`src/rtl/mc_control_fsm.sv`:
```
// Multicycle MIPS control sequencer: one state per datapath phase, with memory
// ready handshake, wait timeout, external stall and illegal-opcode trapping.
module mc_control_fsm #(
  parameter int OP_W         = 6,
  parameter int ALUOP_W      = 3,
  parameter int MEM_WAIT_MAX = 15
) (
  input  logic               clk,
  input  logic               rst,
  input  logic [OP_W-1:0]    opCode,
  input  logic               zero,
  input  logic               mem_ready,
  input  logic               stall,
  output logic               PCWrite,
  output logic               PCWriteCond,
  output logic               IorD,
  output logic               MemRead,
  output logic               MemWrite,
  output logic               IRWrite,
  output logic               MemToReg,
  output logic               RegDst,
  output logic               RegWrite,
  output logic               ALUSrcA,
  output logic [1:0]         ALUSrcB,
  output logic [1:0]         PCSource,
  output logic [ALUOP_W-1:0] ALUOP,
  output logic               illegal_op,
  output logic               mem_timeout,
  output logic [3:0]         state
);

  typedef enum logic [3:0] {
    IDLE     = 4'd0,
    FETCH    = 4'd1,
    DECODE   = 4'd2,
    EXEC_R   = 4'd3,
    EXEC_I   = 4'd4,
    MEM_ADDR = 4'd5,
    MEM_RD   = 4'd6,
    MEM_WB   = 4'd7,
    MEM_WR   = 4'd8,
    REG_WB   = 4'd9,
    BRANCH   = 4'd10,
    JUMP     = 4'd11,
    TRAP     = 4'd12
  } state_t;

  // Decoded per-state controls; fetch marks the ready-qualified IRWrite/PCWrite.
  typedef struct packed {
    logic               pc_write;
    logic               fetch;
    logic               pc_write_cond;
    logic               iord;
    logic               mem_read;
    logic               mem_write;
    logic               mem_to_reg;
    logic               reg_dst;
    logic               reg_write;
    logic               alu_src_a;
    logic [1:0]         alu_src_b;
    logic [1:0]         pc_source;
    logic [ALUOP_W-1:0] alu_op;
  } ctrl_t;

  localparam logic [OP_W-1:0] OP_RTYPE = OP_W'(6'b000000);
  localparam logic [OP_W-1:0] OP_ADDI  = OP_W'(6'b001000);
  localparam logic [OP_W-1:0] OP_SLTI  = OP_W'(6'b001010);
  localparam logic [OP_W-1:0] OP_ANDI  = OP_W'(6'b001100);
  localparam logic [OP_W-1:0] OP_ORI   = OP_W'(6'b001101);
  localparam logic [OP_W-1:0] OP_LW    = OP_W'(6'b100011);
  localparam logic [OP_W-1:0] OP_SW    = OP_W'(6'b101011);
  localparam logic [OP_W-1:0] OP_BEQ   = OP_W'(6'b000100);
  localparam logic [OP_W-1:0] OP_J     = OP_W'(6'b000010);

  localparam logic [ALUOP_W-1:0] ALU_FUNCT = ALUOP_W'(3'b000);
  localparam logic [ALUOP_W-1:0] ALU_ADD   = ALUOP_W'(3'b010);
  localparam logic [ALUOP_W-1:0] ALU_SUB   = ALUOP_W'(3'b110);
  localparam logic [ALUOP_W-1:0] ALU_AND   = ALUOP_W'(3'b011);
  localparam logic [ALUOP_W-1:0] ALU_OR    = ALUOP_W'(3'b001);
  localparam logic [ALUOP_W-1:0] ALU_SLT   = ALUOP_W'(3'b111);

  localparam int              CNT_W     = 16;
  localparam logic [CNT_W-1:0] WAIT_LAST = CNT_W'(MEM_WAIT_MAX - 1);

  state_t            state_q;
  state_t            state_n;
  ctrl_t             ctrl_q;
  logic [CNT_W-1:0]  wait_cnt;
  logic              waiting;
  logic              timeout_hit;
  logic              unused_zero;

  // Branch resolution happens in the datapath (PCWriteCond & zero).
  assign unused_zero = zero;

  function automatic ctrl_t decode_ctrl(input state_t s, input logic [OP_W-1:0] op);
    ctrl_t c;
    c = '0;
    case (s)
      FETCH: begin
        c.fetch     = 1'b1;
        c.mem_read  = 1'b1;
        c.alu_src_b = 2'b01;
        c.alu_op    = ALU_ADD;
      end
      DECODE: begin
        c.alu_src_b = 2'b11;
        c.alu_op    = ALU_ADD;
      end
      EXEC_R: begin
        c.alu_src_a = 1'b1;
        c.alu_op    = ALU_FUNCT;
      end
      EXEC_I: begin
        c.alu_src_a = 1'b1;
        c.alu_src_b = 2'b10;
        case (op)
          OP_SLTI: c.alu_op = ALU_SLT;
          OP_ANDI: c.alu_op = ALU_AND;
          OP_ORI:  c.alu_op = ALU_OR;
          default: c.alu_op = ALU_ADD;
        endcase
      end
      REG_WB: begin
        c.reg_write = 1'b1;
        c.reg_dst   = (op == OP_RTYPE);
      end
      MEM_ADDR: begin
        c.alu_src_a = 1'b1;
        c.alu_src_b = 2'b10;
        c.alu_op    = ALU_ADD;
      end
      MEM_RD: begin
        c.mem_read = 1'b1;
        c.iord     = 1'b1;
      end
      MEM_WB: begin
        c.reg_write  = 1'b1;
        c.mem_to_reg = 1'b1;
      end
      MEM_WR: begin
        c.mem_write = 1'b1;
        c.iord      = 1'b1;
      end
      BRANCH: begin
        c.alu_src_a     = 1'b1;
        c.alu_op        = ALU_SUB;
        c.pc_write_cond = 1'b1;
        c.pc_source     = 2'b01;
      end
      JUMP: begin
        c.pc_write  = 1'b1;
        c.pc_source = 2'b10;
      end
      default: c = '0;
    endcase
    return c;
  endfunction

  assign waiting = ((state_q == FETCH) || (state_q == MEM_RD) || (state_q == MEM_WR))
                   && !mem_ready;

  always_comb begin
    state_n     = state_q;
    timeout_hit = 1'b0;
    case (state_q)
      IDLE:     state_n = FETCH;
      FETCH:    if (mem_ready) state_n = DECODE;
      DECODE: begin
        case (opCode)
          OP_RTYPE:                          state_n = EXEC_R;
          OP_ADDI, OP_SLTI, OP_ANDI, OP_ORI: state_n = EXEC_I;
          OP_LW, OP_SW:                      state_n = MEM_ADDR;
          OP_BEQ:                            state_n = BRANCH;
          OP_J:                              state_n = JUMP;
          default:                           state_n = TRAP;
        endcase
      end
      EXEC_R, EXEC_I: state_n = REG_WB;
      MEM_ADDR: state_n = (opCode == OP_LW) ? MEM_RD : MEM_WR;
      MEM_RD:   if (mem_ready) state_n = MEM_WB;
      MEM_WR:   if (mem_ready) state_n = FETCH;
      MEM_WB, REG_WB, BRANCH, JUMP: state_n = FETCH;
      TRAP:     state_n = TRAP;
      default:  state_n = IDLE;
    endcase
    // The final wait cycle diverts to TRAP instead of counting further.
    if (waiting && (MEM_WAIT_MAX != 0) && (wait_cnt == WAIT_LAST)) begin
      state_n     = TRAP;
      timeout_hit = 1'b1;
    end
  end

  // Controls are registered alongside the state so they change only at edges.
  always_ff @(posedge clk) begin
    if (rst) begin
      state_q     <= IDLE;
      ctrl_q      <= '0;
      wait_cnt    <= '0;
      illegal_op  <= 1'b0;
      mem_timeout <= 1'b0;
    end else if (!stall) begin
      state_q <= state_n;
      ctrl_q  <= decode_ctrl(state_n, opCode);
      if (waiting && (state_n == state_q)) wait_cnt <= wait_cnt + CNT_W'(1);
      else                                 wait_cnt <= '0;
      if (timeout_hit) mem_timeout <= 1'b1;
      if ((state_q == DECODE) && (state_n == TRAP)) illegal_op <= 1'b1;
    end
  end

  // Stall masks every read/write enable; mux selects pass through untouched.
  assign PCWrite     = !stall && (ctrl_q.pc_write || (ctrl_q.fetch && mem_ready));
  assign IRWrite     = !stall && ctrl_q.fetch && mem_ready;
  assign PCWriteCond = !stall && ctrl_q.pc_write_cond;
  assign MemRead     = !stall && ctrl_q.mem_read;
  assign MemWrite    = !stall && ctrl_q.mem_write;
  assign RegWrite    = !stall && ctrl_q.reg_write;
  assign IorD        = ctrl_q.iord;
  assign MemToReg    = ctrl_q.mem_to_reg;
  assign RegDst      = ctrl_q.reg_dst;
  assign ALUSrcA     = ctrl_q.alu_src_a;
  assign ALUSrcB     = ctrl_q.alu_src_b;
  assign PCSource    = ctrl_q.pc_source;
  assign ALUOP       = ctrl_q.alu_op;
  assign state       = state_q;

endmodule

```
`config.mk`:
```
export PLATFORM = sky130hd
export DESIGN_NAME = mc_control_fsm
export DESIGN_NICKNAME = d
export VERILOG_FILES = /design/src/rtl/mc_control_fsm.sv
export SDC_FILE = /design/constraint.sdc
export NUM_CORES = 1
export LEC_CHECK = 0
export ABC_AREA = 0
export BUFFER_PORTS_ARGS = -buffer_cell sky130_fd_sc_hd__buf_2
export CAP_MARGIN = 10
export CORE_ASPECT_RATIO = 0.9
export CORE_MARGIN = 2
export CORE_UTILIZATION = 45
export CTS_CLUSTER_DIAMETER = 60
export CTS_CLUSTER_SIZE = 14
export DETAILED_ROUTE_END_ITERATION = 7
export HOLD_SLACK_MARGIN = 0.02
export PLACE_DENSITY = 0.63
export SYNTH_ARGS = -nofsm -noshare
export SYNTH_HDL_FRONTEND = slang
export SYNTH_SLANG_ARGS = --single-unit
```
`constraint.sdc`:
```
create_clock -name clk -period 3.2 [get_ports clk]
set_clock_uncertainty 0.2 [all_clocks]
set_input_delay 0.64 -clock clk [delete_from_list [all_inputs] [get_ports clk]]
set_output_delay 0.64 -clock clk [all_outputs]
set_load 0.03 [all_outputs]
```
# Yosys cells after proc, flatten, opt, wreduce, memory -nomap -nowiden
# Cells that the tools add are included.
[classes]
n_bitwise = 1
n_eq_ne = 34
n_addsub = 1
n_reduce_logical = 31
mux = 23
[ops]
columns = ["op", "n"]
rows = [
  ["$eq A4 B4 Y1 const B", 10],
  ["$eq A4 B3 Y1 const B", 8],
  ["$pmux W4 S8", 1],
  ["$eq A6 B4 Y1 const B", 4],
  ["$mux W4", 5],
  ["$pmux W4 S5", 1],
  ["$pmux W3 S3", 2],
  ["$add A16 B1 Y16 const B", 1],
  ["$eq A16 B4 Y1 const B", 1],
  ["$eq A4 B2 Y1 const B", 4],
  ["$mux W16", 1],
  ["$eq A6 B6 Y1 const B", 2],
  ["$logic_and A1 B1 Y1", 12],
  ["$reduce_or A2 Y1", 6],
  ["$mux W1", 11],
  ["$eq A4 B1 Y1 const B", 2],
  ["$reduce_or A4 Y1", 2],
  ["$eq A6 B2 Y1 const B", 1],
  ["$eq A6 B3 Y1 const B", 1],
  ["$logic_not A6 Y1", 1],
  ["$pmux W2 S3", 1],
  ["$reduce_or A5 Y1", 1],
  ["$eq A4 B4 Y1", 1],
  ["$logic_not A4 Y1", 1],
  ["other kinds (6)", 10],
]
[word_totals]
regBits = 39
word_cells = 107
out_inout_bits = 23
in_bits = 11

# Logic depth before layout (Yosys ltp)
[logic_depth]
word_depth = 9
depth_mapped = 11
ltp_nobuf = 9

# Worst setup path before layout
# OpenSTA, ideal clock, no wires.
[synth_timing]
kind = "input port to output port"
start = "input port stall"
end = "output port PCWrite"
required_ns = 2.360
setup_slack_ns = 0.638
n_path_buf = 3
arrival_time_ns = 1.722
stages = 4
path_cell_list = "clkbuf_1 > clkbuf_1 > buf_1 > a21oi_1"
[synth_via]
elab_chain_cells = 2
[synth_rtl]
columns = ["element", "line", "rtl"]
rows = [
  ["start, declared", "13", "input logic stall,"],
  ["$logic_not A1 Y1", "213", "assign PCWrite = !stall && (ctrl_q.pc_write || (ctrl_q.fetch && mem_ready));"],
  ["$logic_and A1 B1 Y1", "213", ""],
  ["end, declared", "14", "output logic PCWrite,"],
]
# No other way between the ends.

# Final worst setup path
[layout_timing]
start = "register state_q[2], in the netlist state[2]"
end = "register ctrl_q, in the netlist ALUSrcA"
[layout_via]
elab_chain_cells = 9
elab_cells_between_ends = 30
classes_between = "eq/ne: 16; mux: 6; reduce/logical: 8"
[layout_rtl]
columns = ["element", "line", "rtl"]
rows = [
  ["start, declared", "85", "state_t state_q;"],
  ["start signal, assigned", "203", "state_q <= state_n;"],
  ["branches (longest 5 deep; another with $pmux W4 S8)", "n/a", ""],
  ["$mux W4 (*)", "188", "if (waiting && (MEM_WAIT_MAX != 0) && (wait_cnt == WAIT_LAST)) begin"],
  ["$eq A4 B4 Y1 (tied with other cells)", "99", "case (s)"],
  ["$reduce_or A4 Y1 (no line) (*)", "n/a", ""],
  ["$mux W1 (*)", "99", ""],
  ["end signal, assigned", "204", "ctrl_q <= decode_ctrl(state_n, opCode);"],
  ["end, declared", "87", "ctrl_t ctrl_q;"],
]
# Mark *: on every way between the ends.
# A chain may end at the register's enable or synchronous reset.

==> results.txt <==
status: finished, final reports clean
clock root buffer: clkbuf_8
Synthesized Nets: 289
Post-synth EDFFs: 0
asr flop ratio synth: 0%
Power Dens Cells: 403 nW/um2
# Max-Cap Violations: 0
Clk network pwr share: 30.9%
Syn. warnings: 0
sequential share of power: 50.9%
fill count: 480
Sw Ratio: 29.4%
setup_tns: 0 ns
crit share post-route: 84.2%
total global-route track usage: 18.7%
CTS buffer count: 5
layout cells sized above 1: 18.5%
RSZ-0062 raised after global routing: no
Yosys top cell by area: dfxtp_1
switching power: 0.292 mW
clock-pin slew on the worst setup and hold paths: 0.07 ns
Slew HR: 57.8%
Layout area overhead: 9.70%
Final Hold Vio Count: 0
Die Span Y: 71.0 um
n_diodes: 0
top post-synthesis cells by area: dfxtp_1, nor2_1, a21oi_1
combinational power share: 18.2%
CP max stage delay: 0.65 ns
global placement routability congestion: 0.801
Hold Buf Count CTS: 0
flop and latch count out of synthesis: 38
most common flop cell mapped by yosys: dfxtp_1
antenna violations before repair: 0
Nets: 310
first-pass GRT wire length: 8440 um
H-tree depth: 2
Crit path required time: 3.16 ns
detailed-route DRC error count: 0
post-synth cell types: 57
CTS sink count: 38
final WL: 4890 um
DIE AREA: 5570 um2
critical-path cell list: inv_1 > or3_1 > a21bo_2 > nor2_1 > and3_1 > a311oi_1 > nor3_1
hpwl dp: 3450 um
CTS tree: done
largest net degree at the start of global routing: 28
CTS max path bufs: 2
share of the synthesized area in the top cell type: 33.9%
Rows: 24
design area: 2460 um2
Mapped Cells: 276
gr ovfl total: 0
postcts setup bufs: 0
Max Fanout on Critical Path: 15
Seq/Total Area, Yosys: 33.9%
maximum vdd drop: 0.000260 V
DRT Pass-1 Iters: 4
synthesized area: 2240 um2
Hold WC Path Type: reg2reg
Leak: 0.946 nW
CP Launch Type: flip-flop
Final Max Slew Viols: 0
crit end category: flip-flop
Worst-Skew Late Latency: 0.28 ns
# setup viols final: 0
Syn Area/Cell: 8.13 um2
Slowest cell on crit path: dfxtp_1
Routed Antenna Nets: 0
routed via count: 1940
Die X: 78.4 um
Slew @ Worst Pin: 0.632 ns
initial drt markers: 125
I/O pin cnt: 34
Initial Utilization: 46.4%
Port Buffers: 32
dpl cell area: 2380 um2
Post-CTS Resized: 0
vias in the first global route: 1803
core area: 4830 um2
CP Data Arrival Time: 2.65 ns
Power Internal: 0.700 mW
via-per-instance ratio: 5.36
Peak Freq: 0.371 GHz
drt wl/cell: 13.5 um
Tmin final: 2.69 ns
CP Class: reg2reg
critical path: cells and delay by family (launching register included):
kind                   cells  cell delay (ns)
buffers and inverters      1             0.28
AOI/OAI and AO/OA          2             0.58
DFF                        1             0.65
and+or+nand+nor            4             0.85
flip-flops by register name, summed over array words and instances, names as in the netlist:
register and flops:
wait_cnt 16, illegal_op 1, ALUOP 3, RegDst 1, ctrl_q 5, mem_timeout 1, ALUSrcB 2, state 4
ALUSrcA 1, PCSource 2, MemToReg 1, IorD 1
Yosys cell counts (4+ instances only):
cell type,n
nand3_1,9
clkbuf_1,8
xnor2_1,8
nor3_1,5
dfxtp_1,38
inv_1,10
xor2_1,8
nor4_1,4
nor2_1,43
a31oi_1,4
and3_1,7
buf_4,9
nand2_1,19
nand4_1,4
nor2b_1,16
a21oi_1,21
worst paths after layout:
check | startpoint | end | slack [ns] | cells past startpoint
max | state[2] | ALUSrcA | 0.51 | 7
min | ALUOP[0] | ALUOP[0] | 0.26 | 2
max reg2reg | state[2] | ALUSrcA | 0.51 | 7
min reg2reg | ALUOP[0] | ALUOP[0] | 0.26 | 2
cells in the final DEF (no fill, tap or decap), types with 5 or more instances in the layout:
cell	instances
xor2_1	8
buf_2	32
xnor2_1	8
nand2_1	19
nor3_1	5
nor2_1	43
clkbuf_8	5
and3_1	7
a21oi_1	21
nor2b_1	16
dfxtp_1	38
nand3_1	9
inv_1	10
area by class of cell:
type	count	area, um2	share of cell area [%]
multi-input combinational	206	1310	53.3
clock inverter	2	10.0	0.407
timing repair buffer	36	190	7.73
sequential	38	761	30.9
inverter	10	37.5	1.53
clock buffer	5	68.8	2.80
tap	65	81.3	3.30
stage by stage:
step | hold slack, ns | worst slack, ns | util [%] | power, mW | instances
6_report | 0.262 | 0.507 | 50.9 | 0.991 | 362
5_1_grt | 0.296 | 0.313 | 50.9 | 1.04 | 362
4_1_cts | 0.266 | 0.544 | 50.9 | 1.00 | 362
3_5_place_dp | 0.250 | 0.319 | 49.3 | 0.694 | 355
3_3_place_gp | 0.250 | 0.338 | 49.3 | 0.693 | 355
2_1_floorplan | 0.241 | 0.638 | - | 0.655 | 276
cells by family after synthesis:
group | Yosys count | share of synthesized area, %
fa+ha+maj | 2 | 1.12
compound gates | 55 | 19.1
xor+xnor | 16 | 6.25
buf+inv | 32 | 7.58
simple gates | 133 | 32.0
flops | 38 | 33.9
routing by layer:
metal	vias up	GRT usage (%)	routed length, um
li1	1006	-	-
met3	7	3.44	260
met1	882	28.0	2540
met5	-	0	0
met4	0	6.43	58
met2	45	26.9	2020
power groups by stage:
stage               clock network (mW)  logic [mW]  registers [mW]
finish                           0.306       0.180           0.505
detailed placement                   0       0.179           0.515
global placement                     0       0.178           0.515
CTS                              0.320       0.180           0.504
floorplan                            0       0.140           0.515
global route                     0.337       0.200           0.507
Power figures use the tool's default switching activity.
